===== src/rtl/trisc_pkg.sv =====
// Shared definitions for the TRISC accumulator datapath: widths, opcodes and
// the one-hot decode bundle seen by the control unit.
package trisc_pkg;

  localparam int WORD_W    = 8;
  localparam int ADDR_W    = 4;
  localparam int MEM_DEPTH = 1 << ADDR_W;

  typedef logic [WORD_W-1:0] word_t;
  typedef logic [ADDR_W-1:0] addr_t;

  typedef enum logic [3:0] {
    OP_NOP = 4'h0,
    OP_INC = 4'h1,
    OP_CLR = 4'h2,
    OP_JMP = 4'h3,
    OP_LDA = 4'h4,
    OP_STA = 4'h5,
    OP_ADD = 4'h6
  } opcode_t;

  typedef struct packed {
    logic inc;
    logic clr;
    logic jmp;
    logic lda;
    logic sta;
    logic add;
  } decode_t;

  // Unassigned opcodes (0, 7-15) fall through to an all-zero bundle.
  function automatic decode_t decode_op(input logic [3:0] op);
    decode_t d;
    d = '0;
    case (op)
      OP_INC:  d.inc = 1'b1;
      OP_CLR:  d.clr = 1'b1;
      OP_JMP:  d.jmp = 1'b1;
      OP_LDA:  d.lda = 1'b1;
      OP_STA:  d.sta = 1'b1;
      OP_ADD:  d.add = 1'b1;
      default: d = '0;
    endcase
    return d;
  endfunction

endpackage


===== src/rtl/trisc_if.sv =====
// Control, program-load and status bundle between the TRISC control unit
// (master) and the datapath (slave).
interface trisc_if;
  import trisc_pkg::*;

  logic  C0, C1, C2, C3, C4, C5, C7, C8, C9, C10, C11, C12, C13, C14;
  logic  PgmWe;
  addr_t PgmAddr;
  word_t PgmData;

  logic  INC, CLR, JMP, LDA, STA, ADD;
  addr_t PcOut;
  word_t AccOut;
  word_t IrOut;

  modport master (
    output C0, C1, C2, C3, C4, C5, C7, C8, C9, C10, C11, C12, C13, C14,
    output PgmWe, PgmAddr, PgmData,
    input  INC, CLR, JMP, LDA, STA, ADD, PcOut, AccOut, IrOut
  );

  modport slave (
    input  C0, C1, C2, C3, C4, C5, C7, C8, C9, C10, C11, C12, C13, C14,
    input  PgmWe, PgmAddr, PgmData,
    output INC, CLR, JMP, LDA, STA, ADD, PcOut, AccOut, IrOut
  );

endinterface


===== src/rtl/trisc_ram16x8.sv =====
// 16x8 program/data memory: program-load port wins over the datapath store
// port; reads land in the memory data register one edge after the request.
module trisc_ram16x8
  import trisc_pkg::*;
(
  input  logic  clk,
  input  logic  rst_n,
  input  logic  pgm_we,
  input  addr_t pgm_addr,
  input  word_t pgm_data,
  input  logic  dp_we,
  input  logic  rd_en,
  input  addr_t dp_addr,
  input  word_t dp_data,
  output word_t mdr
);

  word_t mem_q [MEM_DEPTH];
  word_t mdr_q, mdr_d;

  // NOTE: every always_comb output gets a value on every path, so no latch is inferred.
  always_comb begin
    mdr_d = mdr_q;
    if (rd_en) mdr_d = mem_q[dp_addr];
  end

  // NOTE: sequential state uses non-blocking assignments so a same-edge
  // read sees the word from before any write on that edge.
  always_ff @(posedge clk or negedge rst_n) begin
    if (!rst_n) mdr_q <= '0;
    else        mdr_q <= mdr_d;
  end

  // NOTE: the storage array is deliberately not reset; a program loaded
  // while the machine is held in reset must survive.
  always_ff @(posedge clk) begin
    if (pgm_we)     mem_q[pgm_addr] <= pgm_data;
    else if (dp_we) mem_q[dp_addr]  <= dp_data;
  end

  assign mdr = mdr_q;

endmodule


===== src/rtl/trisc_datapath.sv =====
// TRISC accumulator-machine datapath: PC, IR, B, SUM and ACC registers,
// address mux, opcode decode and the shared 16x8 memory.
module trisc_datapath
  import trisc_pkg::*;
(
  input  logic    SysClock,
  input  logic    StartStop,
  trisc_if.slave  bus
);

  addr_t   pc_q, pc_d;
  word_t   ir_q, ir_d;
  word_t   b_q, b_d;
  word_t   sum_q, sum_d;
  word_t   acc_q, acc_d;
  word_t   mdr;
  addr_t   addr;
  logic    dp_we;
  decode_t dec;
  logic    unused_reserved;

  assign unused_reserved = bus.C8 ^ bus.C13;

  assign addr = bus.C3 ? ir_q[3:0] : pc_q;

  // A store in flight when StartStop drops is abandoned rather than landing.
  assign dp_we = bus.C5 & StartStop;

  trisc_ram16x8 u_ram (
    .clk      (SysClock),
    .rst_n    (StartStop),
    .pgm_we   (bus.PgmWe),
    .pgm_addr (bus.PgmAddr),
    .pgm_data (bus.PgmData),
    .dp_we    (dp_we),
    .rd_en    (bus.C4),
    .dp_addr  (addr),
    .dp_data  (acc_q),
    .mdr      (mdr)
  );

  always_comb begin
    pc_d = pc_q;
    if (bus.C0)      pc_d = '0;
    else if (bus.C1) pc_d = ir_q[3:0];
    else if (bus.C2) pc_d = pc_q + addr_t'(1);

    ir_d  = bus.C7  ? mdr : ir_q;
    b_d   = bus.C11 ? mdr : b_q;
    sum_d = bus.C14 ? word_t'(acc_q + b_q) : sum_q;

    // C11 doubles as the ACC load-source select when C12 is asserted.
    acc_d = acc_q;
    if (bus.C9)       acc_d = '0;
    else if (bus.C12) acc_d = bus.C11 ? mdr : sum_q;
    else if (bus.C10) acc_d = acc_q + word_t'(1);
  end

  always_ff @(posedge SysClock or negedge StartStop) begin
    if (!StartStop) begin
      pc_q  <= '0;
      ir_q  <= '0;
      b_q   <= '0;
      sum_q <= '0;
      acc_q <= '0;
    end else begin
      pc_q  <= pc_d;
      ir_q  <= ir_d;
      b_q   <= b_d;
      sum_q <= sum_d;
      acc_q <= acc_d;
    end
  end

  assign dec = decode_op(ir_q[7:4]);

  assign bus.INC    = dec.inc;
  assign bus.CLR    = dec.clr;
  assign bus.JMP    = dec.jmp;
  assign bus.LDA    = dec.lda;
  assign bus.STA    = dec.sta;
  assign bus.ADD    = dec.add;
  assign bus.PcOut  = pc_q;
  assign bus.AccOut = acc_q;
  assign bus.IrOut  = ir_q;

endmodule


===== src/flat_wrapper.sv =====
// flat-port wrapper written by rule: the top's interface ports become plain ports
module trisc_datapath_flat import trisc_pkg::*;
  (SysClock, StartStop, bus_C0, bus_C1, bus_C2, bus_C3, bus_C4, bus_C5, bus_C7, bus_C8, bus_C9, bus_C10, bus_C11, bus_C12, bus_C13, bus_C14, bus_PgmWe, bus_PgmAddr, bus_PgmData, bus_INC, bus_CLR, bus_JMP, bus_LDA, bus_STA, bus_ADD, bus_PcOut, bus_AccOut, bus_IrOut);
  trisc_if bus_i ();
  input  logic SysClock;
  input  logic StartStop;
  input wire logic [$bits(bus_i.C0)-1:0] bus_C0;
  input wire logic [$bits(bus_i.C1)-1:0] bus_C1;
  input wire logic [$bits(bus_i.C2)-1:0] bus_C2;
  input wire logic [$bits(bus_i.C3)-1:0] bus_C3;
  input wire logic [$bits(bus_i.C4)-1:0] bus_C4;
  input wire logic [$bits(bus_i.C5)-1:0] bus_C5;
  input wire logic [$bits(bus_i.C7)-1:0] bus_C7;
  input wire logic [$bits(bus_i.C8)-1:0] bus_C8;
  input wire logic [$bits(bus_i.C9)-1:0] bus_C9;
  input wire logic [$bits(bus_i.C10)-1:0] bus_C10;
  input wire logic [$bits(bus_i.C11)-1:0] bus_C11;
  input wire logic [$bits(bus_i.C12)-1:0] bus_C12;
  input wire logic [$bits(bus_i.C13)-1:0] bus_C13;
  input wire logic [$bits(bus_i.C14)-1:0] bus_C14;
  input wire logic [$bits(bus_i.PgmWe)-1:0] bus_PgmWe;
  input wire logic [$bits(bus_i.PgmAddr)-1:0] bus_PgmAddr;
  input wire logic [$bits(bus_i.PgmData)-1:0] bus_PgmData;
  output wire logic [$bits(bus_i.INC)-1:0] bus_INC;
  output wire logic [$bits(bus_i.CLR)-1:0] bus_CLR;
  output wire logic [$bits(bus_i.JMP)-1:0] bus_JMP;
  output wire logic [$bits(bus_i.LDA)-1:0] bus_LDA;
  output wire logic [$bits(bus_i.STA)-1:0] bus_STA;
  output wire logic [$bits(bus_i.ADD)-1:0] bus_ADD;
  output wire logic [$bits(bus_i.PcOut)-1:0] bus_PcOut;
  output wire logic [$bits(bus_i.AccOut)-1:0] bus_AccOut;
  output wire logic [$bits(bus_i.IrOut)-1:0] bus_IrOut;
  assign bus_i.C0 = bus_C0;
  assign bus_i.C1 = bus_C1;
  assign bus_i.C2 = bus_C2;
  assign bus_i.C3 = bus_C3;
  assign bus_i.C4 = bus_C4;
  assign bus_i.C5 = bus_C5;
  assign bus_i.C7 = bus_C7;
  assign bus_i.C8 = bus_C8;
  assign bus_i.C9 = bus_C9;
  assign bus_i.C10 = bus_C10;
  assign bus_i.C11 = bus_C11;
  assign bus_i.C12 = bus_C12;
  assign bus_i.C13 = bus_C13;
  assign bus_i.C14 = bus_C14;
  assign bus_i.PgmWe = bus_PgmWe;
  assign bus_i.PgmAddr = bus_PgmAddr;
  assign bus_i.PgmData = bus_PgmData;
  assign bus_INC = bus_i.INC;
  assign bus_CLR = bus_i.CLR;
  assign bus_JMP = bus_i.JMP;
  assign bus_LDA = bus_i.LDA;
  assign bus_STA = bus_i.STA;
  assign bus_ADD = bus_i.ADD;
  assign bus_PcOut = bus_i.PcOut;
  assign bus_AccOut = bus_i.AccOut;
  assign bus_IrOut = bus_i.IrOut;
  trisc_datapath u_core (.SysClock(SysClock), .StartStop(StartStop), .bus(bus_i));
endmodule

===== config.mk =====
export PLATFORM = sky130hd
export DESIGN_NAME = trisc_datapath_flat
export DESIGN_NICKNAME = d
export VERILOG_FILES = /design/src/rtl/trisc_pkg.sv /design/src/rtl/trisc_if.sv /design/src/rtl/trisc_ram16x8.sv /design/src/rtl/trisc_datapath.sv /design/src/flat_wrapper.sv
export SDC_FILE = /design/constraint.sdc
export NUM_CORES = 1
export LEC_CHECK = 0
export CORE_ASPECT_RATIO = 1.4
export CORE_MARGIN = 4
export CORE_UTILIZATION = 29
export DETAILED_ROUTE_END_ITERATION = 7
export GPL_ROUTABILITY_DRIVEN = 0
export PLACE_DENSITY_LB_ADDON = 0.12
export SLEW_MARGIN = 0
export SYNTH_ARGS = -nofsm -noshare
export SYNTH_HDL_FRONTEND = slang
export SYNTH_SLANG_ARGS = --single-unit

===== constraint.sdc =====
create_clock -name SysClock -period 2.7 [get_ports SysClock]
set_clock_uncertainty 0.2 [all_clocks]
set_input_delay 0.27 -clock SysClock [delete_from_list [all_inputs] [get_ports SysClock]]
set_output_delay 0.27 -clock SysClock [all_outputs]
set_load 0.02 [all_outputs]

# Word-level counts from Yosys, hierarchy flattened
# Memory sizes are Yosys's and may differ from the RTL's. A register that Yosys moved wholly into a read port is not among the register bits.
# Cells that the tools add are included.
# word_totals
n_memories,1
ramBits,128
wordCells,42
out_inout_bits,26
ff_bits,36
input_bits,29
# mem_list
name,words,word_bits,read_ports,rd_ports_with_merged_regs,wr,line,source
u_core.u_ram.mem_q,16,8,1,1,1,trisc_ram16x8.sv:18,word_t mem_q [MEM_DEPTH];
# classes
bitwise,1
n_reduce_logical,4
eq_ne,6
add_sub_neg,3
mux,22
# op_table
cell,n
$mux W8,5
$mux W4,5
$eq A4 B3 Y1 const B,3
$mux W1,12
$add A8 B1 Y8 const B,1
$add A8 B8 Y8,1
$eq A4 B2 Y1 const B,2
$reduce_or A8 Y1,1
$reduce_bool A3 Y1,2
$add A4 B1 Y4 const B,1
$eq A4 B1 Y1 const B,1
$and A1 B1 Y1,1
$logic_not A1 Y1,1

# Longest topological paths before layout
# Gate-level depths: netlist of the first run.
# depth
word_depth,6
mapped_depth,9
ltp_nobuf,9

# By module
# A second synthesis of the first run with hierarchy kept.
# hier_totals
hier_cells,494
hier_area_um2,7647.3
# modules_own_cells
mod,cells_each,area_each_um2,seq_area_each_um2,n_inst
trisc_ram16x8,283,5562.8,4043.9,1
trisc_datapath,211,2084.5,900.9,1

# Least setup slack after synthesis of the first run
# No wires, ideal clock.
# synth_timing
path_type,register -> register
from,reg u_core.pc_q[1] (netlist: u_core.bus.PcOut[1])
to,"mem u_core.u_ram.mem_q[0][0] in the netlist's numbering, enable pin"
synth_period_minus_slack_ns,2.347
setup_ns,0.370
setup_slack_ns,0.353
path_buffers,2
required_time_ns,2.130
t_arrival_ns,1.776
stages_incl_launch_ff,8
path_cell_list,dfrtp_1 > buf_4 > nor2b_4 > a21oi_2 > buf_2 > nand2_1 > o32a_1 > nor2_1
# synth_between
elab_chain_cells,2
# synth_lines
item,line,source
"start, declared",trisc_datapath.sv:11,"addr_t pc_q, pc_d;"
"start signal, assigned",trisc_datapath.sv:67,pc_q <= pc_d;
$mux W4,trisc_datapath.sv:24,assign addr = bus.C3 ? ir_q[3:0] : pc_q;
$mux W4 (no source line),-,
"end, declared",trisc_ram16x8.sv:18,
# No other way between the ends.

# Final worst setup path of the first run
# layout_timing
from,reg u_core.pc_q[0] (netlist: u_core.bus.PcOut[0])
to,out bus_PcOut[0]
# layout_rtl
item,line,source
"end, declared",flat_wrapper.sv:30,output wire logic [$bits(bus_i.PcOut)-1:0] bus_PcOut;
# No word-level cell between the ends.

==> results of run 1 <==
## kinds of logic (layout without fill, tap and decap cells)
logic type	after synthesis	count (layout)	synth area share
adder cells (fa/ha/maj)	10	10	0.0152
AO/OA/AOI/OAI	279	279	0.205
flip-flops	172	172	0.569
multiplexers	31	31	0.0394
XOR/XNOR	10	10	0.0101
AND/OR/NAND/NOR	184	184	0.0980
buffers and inverters	116	200	0.0634
## stage by stage
| step | setup TNS, ns | setup slack (ns) | std cells |
|---|---|---|---|
| after floorplan | 0 | 0.353 | 802 |
| after global placement | -2.78 | -0.0806 | 1233 |
| after detailed placement | -2.22 | -0.0979 | 1233 |
| after CTS | 0 | 0.0676 | 1266 |
| after global routing | 0 | 0.000434 | 1266 |
| final | 0 | 0.111 | 1266 |
## final cells by class
class	instances	area [um^2]
Sequential cell	172	4950
Multi-Input combinational cell	514	3200
Clock buffer	25	475
Clock inverter	7	90.1
Tap cell	380	475
Timing Repair Buffer	107	982
Inverter	61	231
Fill cell	2943	18900
## registers in the layout, summed over array words and instances, names as in the netlist
| name | count |
|---|---|
| u_core.bus.IrOut | 8 |
| u_core.bus.AccOut | 8 |
| u_core.u_ram.mem_q | 128 |
| u_core.b_q | 8 |
| u_core.sum_q | 8 |
| u_core.bus.PcOut | 4 |
| u_core.u_ram.mdr | 8 |
## power breakdown
part           leakage (nW)  internal (mW)  switching [mW]
Combinational          1.87           1.18            1.73
Sequential             1.71           3.17           0.302
Clock                 0.271           1.41            1.02
## cell usage after synthesis (all sizes together) (2+ instances only)
| cell type | instances |
|---|---|
| nor3b | 6 |
| o221ai | 2 |
| nand2b | 18 |
| nor3 | 11 |
| a211oi | 24 |
| a311oi | 2 |
| nand3 | 8 |
| mux2 | 13 |
| a21o | 16 |
| a32oi | 10 |
| and3 | 4 |
| clkbuf | 20 |
| o21a | 8 |
| o211ai | 36 |
| xor2 | 4 |
| mux2i | 17 |
| a31oi | 5 |
| buf | 35 |
| edfxtp | 128 |
| dfrtp | 44 |
| xnor2 | 6 |
| a22oi | 16 |
| nor2b | 5 |
| o21ai | 82 |
| nand2 | 76 |
| ha | 9 |
| o22ai | 9 |
| inv | 61 |
| or3 | 7 |
| a21oi | 59 |
| nor2 | 45 |
## path summary, 6_finish.rpt
kind                                                   end  slack (ns)
setup / recovery                              bus_PcOut[0]        0.11
hold / removal             u_core.bus.PcOut[3]$_DFFE_PN0P_        0.27
setup reg to reg               u_core.sum_q[6]$_DFFE_PN0P_        0.24
hold reg to reg                u_core.sum_q[4]$_DFFE_PN0P_        0.28
max in group asynchronous  u_core.bus.IrOut[1]$_DFFE_PN0P_        1.52
min in group asynchronous  u_core.bus.PcOut[3]$_DFFE_PN0P_        0.31
## critical path, stage by stage, from the launching register on
cell and delay [ns]:
dfrtp_1 0.51, buf_6 0.31, buf_4 0.23, clkdlybuf4s50_1 0.62
## repair_timing
item / CTS / global route
endpoints found under the hold margin: 44 / 0
gates resized for setup: 1 / 1
hold buffers: 1 / 0
endpoints found under the setup margin: 1 / 8
setup buffers: 0 / 0
## per-layer routing
metal  vias up  global-route usage  wire [um]
met5         -                   0          0
met3        34              0.0320        914
met1      3152               0.204      11600
met2       147               0.305      14500
li1       3089                   -          -
met4         0              0.0670        784
==> qor.csv, run 1 <==
metric,value,unit
yosysSeqAreaShare,0.569,
setup_violations,0,
cts_buffers,17,
diodes,0,
clock.fmax,0.386,GHz
dpl.hpwl,18600,um
worst_setup_path_startpoint,u_core.bus.PcOut[0]$_DFFE_PN0P_,
hold_ws,0.274,ns
grt_use_total,0.171,
dr_total_vias,6422,
placed_area,9820,um^2
arrival,2.12,ns
nets,912,
cts_max_path_buffers,2,
crit_fanout,28,
drt-total-wl,27800,um
firstDrtPassIters,5,
timing.slew.headroom,0.462,
overflow,0,
synth_top_area_cell,edfxtp_1,
clkLatencyLatePin,0.44,ns
cts-root-buf,clkbuf_16,
grt_max_degree,80,
die_w,154,um
yosys_warnings,0,
period_share,0.959,
syn_nets,841,
synthTopCellsByArea,"edfxtp_1 44%, dfrtp_1 13%, o21ai_0 4.4%",
synth_top_flop_cell,edfxtp_1,
num_rows,74,
grt_pass1_vias,6520,
cap_violations,0,
start_kind,flip-flop,
final_cell_mix,"128 x edfxtp_1, 76 x o21ai_0, 75 x nand2_1",
wire_per_inst,21.9,um
rsz0062_at_grt,no,
cts.sinks,172,
io_pins,55,
async_flop_share,0.256,
worst_pin_slew,0.808,ns
core_area,29400,um^2
whs_path_depth,2,
min-delay-start,bus_C0,
status,"complete, no violations",
endpoint_kind,primary output,
port_buffers,52,
htree_levels,4,
reg2reg_depth,8,
r2r_start,u_core.b_q[0]$_DFFE_PN0P_,
total_power,8.81,mW
syn2layout_area_growth,19.6,%
synth-edff-count,128,
ant_nets,0,
die-area,32900,um^2
ys_seq_elements,172,
syn_avg_cell_area,10.8,um^2
antenna_found_initial,0,
synth_top_area_frac,0.442,
final_common_cell,edfxtp_1,
ys_types,61,
initial_core_util,0.296,
cts.clk_slew.worst_paths,0.06,ns
drc,0,
hold_viol,0,
synthCells,802,
fin_util,0.355,
slew_violations,0,
p_leak,3.85,nW
final_cell_area,10400,um^2
via_per_inst,5.07,
netlist_area,8700,um^2
ir_drop,0.399,mV
drive_above_1_share,0.125,
hold_path_class,in2reg,
crit_required,2.23,ns
tritoncts,built,
die_h,213,um
grt_pass1_wl,41300,um
drtIter0Drc,460,
critPathKind,reg2out,
pwr_density_cell,847,nW/um^2
layout_min_cycle_time,2.59,ns
No activity file was read; power rests on OpenSTA's default activity.
==> inputs of run 2 (changes only) <==
--- a/config.mk
+++ b/config.mk
@@ -5,6 +5,8 @@
 export SDC_FILE = /design/constraint.sdc
 export NUM_CORES = 1
 export LEC_CHECK = 0
+export CELL_PAD_IN_SITES_DETAIL_PLACEMENT = 0
+export CELL_PAD_IN_SITES_GLOBAL_PLACEMENT = 2
 export CORE_ASPECT_RATIO = 1.4
 export CORE_MARGIN = 4
 export CORE_UTILIZATION = 29
==> constraint.sdc (replaced) <==
create_clock -name SysClock -period 3.3 [get_ports SysClock]
set_clock_uncertainty 0.2 [all_clocks]
set_input_delay 0.33 -clock SysClock [delete_from_list [all_inputs] [get_ports SysClock]]
set_output_delay 0.33 -clock SysClock [all_outputs]
set_load 0.02 [all_outputs]
==> run 2 against run 1 <==
Clock-buffer cell count decreased by 5. Power decreased by 21%. Core utilization decreased by 0.74 points. Sequential share of layout area increased by 1.0 points. Worst setup slack improved by 0.47 ns. Clock power decreased by 23%. Sequential power decreased by 18%.
==> qor.csv, run 2 (synthesis results as in run 1) <==
metric,value,unit
status,"complete, no violations",
syn2layout_area_growth,17.1,%
overflow,0,
final_cell_mix,"128 x edfxtp_1, 76 x o21ai_0, 75 x nand2_1",
hold_viol,0,
grt_use_total,0.170,
path_cells,"dlygate4sd3_1, buf_2, nand2_1, nor2_1, and3_1, o21ai_0, nor2_1",
drt-total-wl,27400,um
cts.sinks,172,
hold_path_class,reg2reg,
regMostFlops,u_core.u_ram.mem_q,
nets,895,
tritoncts,built,
grt_max_degree,73,
cts.clk_slew.worst_paths,0.06,ns
firstDrtPassIters,5,
postCtsResizedCells,0,
htree_levels,4,
worst_setup_path_startpoint,StartStop,
ant_nets,0,
r2r_start,u_core.bus.PcOut[2]$_DFFE_PN0P_,
hold_ws,0.307,ns
die_w,154,um
io_pins,55,
arrival,2.57,ns
period_share,0.825,
core_area,29400,um^2
swShare,0.358,
crit_required,3.15,ns
final_common_cell,edfxtp_1,
grt_pass1_vias,6673,
die-area,32900,um^2
cts-root-buf,clkbuf_16,
pwr_density_cell,687,nW/um^2
drive_above_1_share,0.107,
largest_reg_flops,128,
finalSetupTns,0,ns
setup_violations,0,
crit_fanout,8,
crit_family,simple AND/OR/NAND/NOR gates,
clock.fmax,0.367,GHz
endpoint_kind,flip-flop,
layout_min_cycle_time,2.72,ns
via_per_inst,5.17,
total_power,7.00,mW
worst_pin_slew,0.992,ns
combPwrFrac,0.327,
rsz0062_at_grt,no,
min-delay-start,u_core.sum_q[2]$_DFFE_PN0P_,
p_int,4.50,mW
num_rows,74,
cp_common_cell,nor2_1,
initial_core_util,0.296,
power.switching,2.50,mW
dpl.hpwl,18600,um
port_buffers,52,
drtIter0Drc,476,
cap_violations,0,
drc,0,
wire_per_inst,22.0,um
crit_slowest_cell,nor2_1,
critPathKind,in2reg,
dr_total_vias,6446,
cts_buffers,17,
antenna_found_initial,0,
timing.slew.headroom,0.336,
clkLatencyLatePin,0.44,ns
p_leak,3.73,nW
crit_buf_inv,2,
crit_path_max_incr_delay,0.81,ns
clkPwrFrac,0.269,
seqPwrFrac,0.404,
diodes,0,
slew_violations,0,
cts_max_path_buffers,2,
start_kind,primary input,
grt_pass1_wl,41800,um
ir_drop,0.301,mV
die_h,213,um
==> run 2: worst paths after layout <==
path	slack, ns	end	cells after the start
hold / removal	0.31	u_core.sum_q[2]$_DFFE_PN0P_	1
setup reg to reg	0.66	u_core.u_ram.mem_q[8][3]$_DFFE_PP_	4
max in group asynchronous	2.03	u_core.bus.IrOut[1]$_DFFE_PN0P_	3
hold reg to reg	0.31	u_core.sum_q[2]$_DFFE_PN0P_	1
min in group asynchronous	0.37	u_core.bus.AccOut[7]$_DFFE_PN0P_	3
setup / recovery	0.58	u_core.u_ram.mem_q[8][3]$_DFFE_PP_	7
==> run 2: metal layers <==
metal  up-vias  part of all wire  track usage
met5         -                 0            0
met1      3221              0.40        0.193
met3        31             0.027       0.0229
met2       137              0.55        0.325
li1       3057                 -            -
met4         0             0.026       0.0603
==> run 2: per-stage QoR <==
| step | cell area (um^2) | setup slack [ns] | util | std cells |
|---|---|---|---|---|
| after floorplan | 8700 | 0.953 | - | 802 |
| after global placement | 9640 | 0.255 | 0.329 | 1216 |
| after detailed placement | 9640 | 0.298 | 0.329 | 1216 |
| after CTS | 10200 | 0.530 | 0.347 | 1247 |
| after global routing | 10200 | 0.362 | 0.347 | 1247 |
| final | 10200 | 0.579 | 0.347 | 1247 |
==> run 2: final cells by class <==
class	count	area [um^2]
timing repair buffer	90	801
clock inverter	10	96.3
multi-input combinational	514	3200
inverter	61	231
fill	2904	19200
sequential	172	4950
tap	380	475
clock buffer	20	437
==> run 2: timing repair <==
| action | 4_1_cts | 5_1_grt |
|---|---|---|
| hold buffers | 1 | 0 |
| endpoints found under the hold margin | 44 | 0 |
| buffers inserted | 0 | 0 |
==> run 2: power by group through the flow <==
stage          combinational [mW]  clock [mW]  sequential, mW
2_1_floorplan                1.43           0            2.87
3_3_place_gp                 2.29           0            2.88
3_5_place_dp                 2.33           0            2.89
4_1_cts                      2.33        1.93            2.84
5_1_grt                      2.52        2.02            2.87
6_report                     2.29        1.88            2.83
